==> src/rtl/hdmi_period_sequencer.sv <==
// HDMI/DVI period sequencer: walks the raster and emits the period code,
// TMDS control bits, syncs and data-island packet slot timing, all registered.
module hdmi_period_sequencer #(
  parameter int H_ACTIVE     = 640,
  parameter int H_TOTAL      = 800,
  parameter int V_ACTIVE     = 480,
  parameter int V_TOTAL      = 525,
  parameter int H_SYNC_START = 656,
  parameter int H_SYNC_END   = 752,
  parameter int V_SYNC_START = 490,
  parameter int V_SYNC_END   = 492,
  parameter int SYNC_POL     = 0,
  parameter int DVI_OUTPUT   = 0,
  parameter int MAX_PACKETS  = 2
) (
  input  logic        clk_pixel,
  input  logic        reset,
  input  logic        packet_pending,
  output logic [2:0]  mode,
  output logic [3:0]  ctrl,
  output logic        hsync,
  output logic        vsync,
  output logic [15:0] cx,
  output logic [15:0] cy,
  output logic        packet_ready,
  output logic [4:0]  packet_index
);

  // The island plus the video preamble must fit inside horizontal blanking.
  generate
    if (H_ACTIVE + 20 + 32 * MAX_PACKETS > H_TOTAL - 10) begin : g_param_check
      $error("hdmi_period_sequencer: data island does not fit in horizontal blanking");
    end
  endgenerate

  localparam logic [15:0] HT_LAST   = 16'(H_TOTAL - 1);
  localparam logic [15:0] VT_LAST   = 16'(V_TOTAL - 1);
  localparam logic [15:0] HA        = 16'(H_ACTIVE);
  localparam logic [15:0] VA        = 16'(V_ACTIVE);
  localparam logic [15:0] DECIDE_CX = 16'(H_ACTIVE + 3);
  localparam logic [15:0] PRE_CX    = 16'(H_TOTAL - 10);
  localparam logic [15:0] GUARD_CX  = 16'(H_TOTAL - 2);
  localparam logic [15:0] HS_START  = 16'(H_SYNC_START);
  localparam logic [15:0] HS_END    = 16'(H_SYNC_END);
  localparam logic [15:0] VS_START  = 16'(V_SYNC_START);
  localparam logic [15:0] VS_END    = 16'(V_SYNC_END);
  localparam logic [5:0]  MAXP      = 6'(MAX_PACKETS);
  localparam logic        SYNC_ON   = (SYNC_POL != 0);
  localparam logic        DVI       = (DVI_OUTPUT != 0);

  localparam logic [2:0] M_CTRL     = 3'd0;
  localparam logic [2:0] M_VID_PRE  = 3'd1;
  localparam logic [2:0] M_VID_GRD  = 3'd2;
  localparam logic [2:0] M_VIDEO    = 3'd3;
  localparam logic [2:0] M_DI_PRE   = 3'd4;
  localparam logic [2:0] M_DI_LEAD  = 3'd5;
  localparam logic [2:0] M_DI_PKT   = 3'd6;
  localparam logic [2:0] M_DI_TRAIL = 3'd7;

  typedef enum logic [2:0] {ISL_IDLE, ISL_PRE, ISL_GLEAD, ISL_PACKET, ISL_GTRAIL} isl_t;

  isl_t        state_reg, state_next;
  logic [4:0]  cnt_reg, cnt_next;
  logic [5:0]  slots_reg, slots_next;
  logic        armed_reg, armed_next;
  logic [15:0] cx_next, cy_next, line_after;
  logic [2:0]  mode_next;
  logic [3:0]  ctrl_next;
  logic        hsync_next, vsync_next, ready_next;
  logic [4:0]  index_next;

  // Raster position of the next cycle; all outputs are derived from it so
  // that the registered outputs agree with the registered cx/cy.
  always_comb begin
    cx_next    = (cx == HT_LAST) ? 16'd0 : cx + 16'd1;
    cy_next    = cy;
    if (cx == HT_LAST) cy_next = (cy == VT_LAST) ? 16'd0 : cy + 16'd1;
    line_after = (cy_next == VT_LAST) ? 16'd0 : cy_next + 16'd1;
    armed_next = armed_reg | ((cy_next == VT_LAST) && (cx_next == PRE_CX));
  end

  // Island phase sequencing; packet_pending is only looked at on the
  // decision cycle and on the last cycle of each packet slot.
  always_comb begin
    state_next = state_reg;
    cnt_next   = cnt_reg + 5'd1;
    slots_next = slots_reg;
    case (state_reg)
      ISL_IDLE: begin
        cnt_next = 5'd0;
        if ((cx == DECIDE_CX) && armed_reg && !DVI && packet_pending)
          state_next = ISL_PRE;
      end
      ISL_PRE: if (cnt_reg == 5'd7) begin
        state_next = ISL_GLEAD;
        cnt_next   = 5'd0;
      end
      ISL_GLEAD: if (cnt_reg == 5'd1) begin
        state_next = ISL_PACKET;
        cnt_next   = 5'd0;
        slots_next = 6'd1;
      end
      ISL_PACKET: if (cnt_reg == 5'd31) begin
        if (packet_pending && (slots_reg < MAXP)) begin
          slots_next = slots_reg + 6'd1;
        end else begin
          state_next = ISL_GTRAIL;
        end
        cnt_next = 5'd0;
      end
      ISL_GTRAIL: if (cnt_reg == 5'd1) begin
        state_next = ISL_IDLE;
        cnt_next   = 5'd0;
      end
      default: begin
        state_next = ISL_IDLE;
        cnt_next   = 5'd0;
      end
    endcase
  end

  // Period code, control bits, syncs and slot outputs for the next cycle.
  always_comb begin
    mode_next  = M_CTRL;
    ctrl_next  = 4'b0000;
    ready_next = 1'b0;
    index_next = 5'd0;
    if (armed_next) begin
      case (state_next)
        ISL_PRE: begin
          mode_next = M_DI_PRE;
          ctrl_next = 4'b1010;
        end
        ISL_GLEAD:  mode_next = M_DI_LEAD;
        ISL_PACKET: begin
          mode_next  = M_DI_PKT;
          index_next = cnt_next;
          ready_next = (cnt_next == 5'd0);
        end
        ISL_GTRAIL: mode_next = M_DI_TRAIL;
        default: begin
          if ((cx_next < HA) && (cy_next < VA)) begin
            mode_next = M_VIDEO;
          end else if (!DVI && (line_after < VA) && (cx_next >= PRE_CX)) begin
            if (cx_next >= GUARD_CX) begin
              mode_next = M_VID_GRD;
            end else begin
              mode_next = M_VID_PRE;
              ctrl_next = 4'b1000;
            end
          end
        end
      endcase
    end
    hsync_next = ((cx_next >= HS_START) && (cx_next < HS_END)) ? SYNC_ON : !SYNC_ON;
    vsync_next = ((cy_next >= VS_START) && (cy_next < VS_END)) ? SYNC_ON : !SYNC_ON;
  end

  // State and output registers; reset aborts any island and disarms.
  always_ff @(posedge clk_pixel or posedge reset) begin
    if (reset) begin
      state_reg    <= ISL_IDLE;
      cnt_reg      <= 5'd0;
      slots_reg    <= 6'd0;
      armed_reg    <= 1'b0;
      cx           <= 16'd0;
      cy           <= 16'd0;
      mode         <= M_CTRL;
      ctrl         <= 4'b0000;
      hsync        <= !SYNC_ON;
      vsync        <= !SYNC_ON;
      packet_ready <= 1'b0;
      packet_index <= 5'd0;
    end else begin
      state_reg    <= state_next;
      cnt_reg      <= cnt_next;
      slots_reg    <= slots_next;
      armed_reg    <= armed_next;
      cx           <= cx_next;
      cy           <= cy_next;
      mode         <= mode_next;
      ctrl         <= ctrl_next;
      hsync        <= hsync_next;
      vsync        <= vsync_next;
      packet_ready <= ready_next;
      packet_index <= index_next;
    end
  end

endmodule

==> config.mk <==
export PLATFORM = sky130hd
export DESIGN_NAME = hdmi_period_sequencer
export DESIGN_NICKNAME = d
export VERILOG_FILES = /design/src/rtl/hdmi_period_sequencer.sv
export SDC_FILE = /design/constraint.sdc
export NUM_CORES = 1
export LEC_CHECK = 0
export BUFFER_PORTS_ARGS = -buffer_cell sky130_fd_sc_hd__buf_2
export CAP_MARGIN = 20
export CORE_UTILIZATION = 53
export CTS_CLUSTER_DIAMETER = 80
export CTS_CLUSTER_SIZE = 12
export DETAILED_ROUTE_END_ITERATION = 16
export PLACE_DENSITY_LB_ADDON = 0.15
export SLEW_MARGIN = 20
export SYNTH_ARGS = -nofsm -noshare
export SYNTH_HDL_FRONTEND = slang
export SYNTH_SLANG_ARGS = --single-unit
==> constraint.sdc <==
create_clock -name clk_pixel -period 2.73 [get_ports clk_pixel]
set_input_delay 0.546 -clock clk_pixel [delete_from_list [all_inputs] [get_ports clk_pixel]]
set_output_delay 0.546 -clock clk_pixel [all_outputs]
set_load 0.05 [all_outputs]
==> flow_summary.yaml <==
outcome:
  run_status: "finished with violations"
  violated_checks: "negative setup slack"
clocking:
  worst_skew_pair.late_latency_ns: 0.34
  clock_sink_count: 60
  clock_tree_from_tritoncts: "yes"
  cts_buffer_depth: 2
  h-tree-depth: 3
  clock_tree.root_cell: "sky130_fd_sc_hd__clkbuf_8"
  cts-buffers-inserted: 9
  cts.clk_slew.worst_paths_ns: 0.08
job:
  cap_viol_max_count: 0
die:
  die_x_um: 86.21
  num_rows: 30
  die-area_mm2: 0.007432
  top_level_ports: 50
  fp.coreArea_mm2: 0.006832
  initial_cell_density_of_the_core_pct: 55.02
  floorplan.die.height_um: 86.21
global_route:
  grt_max_degree: 61
  grt_antenna_before_repair: 0
  grt.total_usage_pct: 29.03
  first_global_vias: 3278
  grt-ovfl-total: 0
  grt_pass1_wl_mm: 16.46
sta:
  finalSetupTns_ns: -0.2755
  worst_clock_skew_ns: 0.01008
  finalSetupViolCount: 7
  rsz0062_at_grt: "true"
  worst_slew_pin_slew_ns: 0.7510
  achievable-frequency_mhz: 351.6
  finalCriticalPeriod_ns: 2.844
  finalHoldViolations: 0
  slew_viol_final: 0
  setup_ws_ns: -0.1138
  finalCritPeriodShare_pct: 104.2
  timing.hold.ws_ns: 0.4123
  worst_slew_margin_rel_pct: 49.93
layout:
  share_of_cells_above_drive_strength_1_pct: 42.33
  area_overhead_of_the_layout_relative_to_synthesis_pct: 34.85
  fin_util_pct: 74.19
  post-route-cell-area_mm2: 0.005069
  finish.net_count: 547
  diodes: 0
  num-fill-cells: 523
  finish.cell_count_without_fillers: 637
synthesis:
  yosys_warnings: 0
  synth_enable_flop_cells: 0
  synth.top_cells.by_area: "sky130_fd_sc_hd__dfrtp_1 39%, sky130_fd_sc_hd__nor2_1 3.9%, sky130_fd_sc_hd__xor2_1 3.5%"
  syn-instance-count: 408
  yosys.cell_count.top_type: "sky130_fd_sc_hd__dfrtp_1"
  syn-mean-instance-area_um2: 9.212
  netlist.area_leader.share_pct: 38.62
  synthTopCellsByCount: "58 x sky130_fd_sc_hd__dfrtp_1, 39 x sky130_fd_sc_hd__nor2_1, 27 x sky130_fd_sc_hd__nand2_1, 25 x sky130_fd_sc_hd__nand3_1, 24 x sky130_fd_sc_hd__inv_1"
  yosysUniqueCellTypes: 71
  most_used_flip_flop_cell_after_synthesis: "sky130_fd_sc_hd__dfrtp_1"
  ys_async_sr_fraction_pct: 100.0
  synth_cell_area_mm2: 0.003759
  synth_seq_area_share_pct: 40.01
  netlist.top_cell.by_area: "sky130_fd_sc_hd__dfrtp_1"
  ys_ff_latch: 60
setup_path:
  critPathMostFrequentCell: "sky130_fd_sc_hd__buf_4"
  cell_by_cell_trace_of_the_critical_path: "buf_6 -> nand3b_1 -> nor4_4 -> nand3_2 -> buf_6 -> buf_4 -> buf_4 -> buf_4 -> buf_4 -> buf_4 -> buf_4 -> buf_4 -> buf_4 -> buf_4 -> xnor2_1"
  cpPeakStageDelay_ns: 0.47
  timing_startpoint_of_the_critical_path: "cx[7]$_DFF_PP0_"
  r2r.worst_path.cells: 15
  critical_path_cell_count: 15
  timing.critical_path.buf_inv: 11
  critical_path.endpoint_type: "flip-flop"
  path_class: "flip-flop to flip-flop"
  critical_path_arrival_ns: 3.08
  cp_data_required_time_ns: 2.97
  critical-path-top-delay-family: "buffers and inverters"
  master_of_the_slowest_instance_on_the_critical_path: "sky130_fd_sc_hd__nor4_4"
  regToRegStartpoint: "cx[7]$_DFF_PP0_"
  cp_max_fo: 6
  critical_path.startpoint_type: "flip-flop"
placement:
  place_ws_ns: -0.2575
  gp_routability_congestion: 0.9102
  numPlacedInstances: 606
  dp.final_hpwl_mm: 7.711
  io_buffers: 47
  placement.cell_area_mm2: 0.004631
route:
  total_number_of_vias: 3669
  drt-total-wl_mm: 10.67
  wire_per_inst_um: 16.76
  remaining_design_rule_violation_count: 0
  drtPass1Iterations: 5
  drt_iter0_markers: 323
  ant_nets: 0
  route.detailed.vias_per_inst: 5.760
power:
  power_density_mw_per_mm2: 341.0
  total_leakage_power_nw: 2.429
  peakVddDrop_v: 0.0002944
  report.power.total_mw: 1.728
min_path:
  hold_path.class: "primary input to asynchronous set/reset pin"
-- kinds of logic (layout without fill, tap and decap cells) --
| family | count (synthesis) | after routing | synth area share [%] |
|---|---|---|---|
| AND/OR/NAND/NOR | 187 | 187 | 29.69 |
| AO/OA/AOI/OAI | 70 | 70 | 13.25 |
| flip-flops | 60 | 60 | 40.01 |
| buffers and inverters | 49 | 181 | 6.092 |
| XOR/XNOR | 29 | 29 | 6.758 |
| adder cells (fa/ha/maj) | 8 | 8 | 2.663 |
| multiplexers | 4 | 4 | 1.431 |
| other | 1 | 2 | 0.09977 |
-- power breakdown --
group          leakage [nW]  switching, mW  internal (mW)
Sequential            0.789              0          0.888
Combinational          1.54         0.0237        0.00212
Clock                 0.104          0.388          0.426
-- timing repair --
action	4_1_cts	5_1_grt
endpoints found under the setup margin	10	14
pin swaps	10	9
hold endpoints to repair	0	0
hold buffers	0	0
setup buffers	12	3
gates resized for setup	13	19
-- tightest hold or removal path: cells and delay by family --
| family | cells | cell delay [ns] |
|---|---|---|
| buffers and inverters | 3 | 0.72 |
-- worst paths after layout --
| path | slack, ns | end |
|---|---|---|
| hold / removal | 0.41 | cy[12]$_DFF_PP0_ |
| setup / recovery | -0.11 | cy[12]$_DFF_PP0_ |
| hold reg to reg | 0.52 | slots_reg[5]$_DFFE_PP0P_ |
| max in group asynchronous | 1.78 | cy[2]$_DFF_PP0_ |
| setup reg to reg | -0.11 | cy[12]$_DFF_PP0_ |
| min in group clk_pixel | 0.52 | slots_reg[5]$_DFFE_PP0P_ |
-- per-layer routing --
layer / global-route usage, % / vias up / routed length (µm)
met5: 0 / - / 0
met4: 10.61 / 0 / 251
met3: 4.857 / 29 / 630
met2: 45.45 / 154 / 5058
met1: 40.68 / 1762 / 4731
li1: - / 1724 / -
-- area by class of cell --
type / count / area (µm²) / area share, %
tap: 96 / 120.1 / 2.370
inverter: 25 / 93.84 / 1.851
clock inverter: 7 / 75.07 / 1.481
clock buffer: 9 / 123.9 / 2.444
multi-input combinational: 300 / 2191 / 43.22
sequential: 60 / 1524 / 30.07
timing repair buffer: 140 / 940.9 / 18.56
-- cells in the final DEF, fill, tap and decap left out, types with 5 or more instances in the layout --
cell and instances:
sky130_fd_sc_hd__nand2_1 26, sky130_fd_sc_hd__ha_1 6, sky130_fd_sc_hd__clkbuf_8 9, sky130_fd_sc_hd__nand3_1 23
sky130_fd_sc_hd__nor3_2 8, sky130_fd_sc_hd__xor2_1 15, sky130_fd_sc_hd__dfrtp_1 42, sky130_fd_sc_hd__and2_1 5
sky130_fd_sc_hd__inv_1 23, sky130_fd_sc_hd__a21oi_1 12, sky130_fd_sc_hd__dfrtp_2 16, sky130_fd_sc_hd__xnor2_1 14
sky130_fd_sc_hd__or3_1 6, sky130_fd_sc_hd__nor2_1 38, sky130_fd_sc_hd__and3_1 9, sky130_fd_sc_hd__buf_2 47
sky130_fd_sc_hd__buf_4 91, sky130_fd_sc_hd__nand4_1 16, sky130_fd_sc_hd__o21ai_0 19, sky130_fd_sc_hd__nor3_1 5
sky130_fd_sc_hd__nor4_1 6
Note: power is estimated with default switching activity, not from simulation.
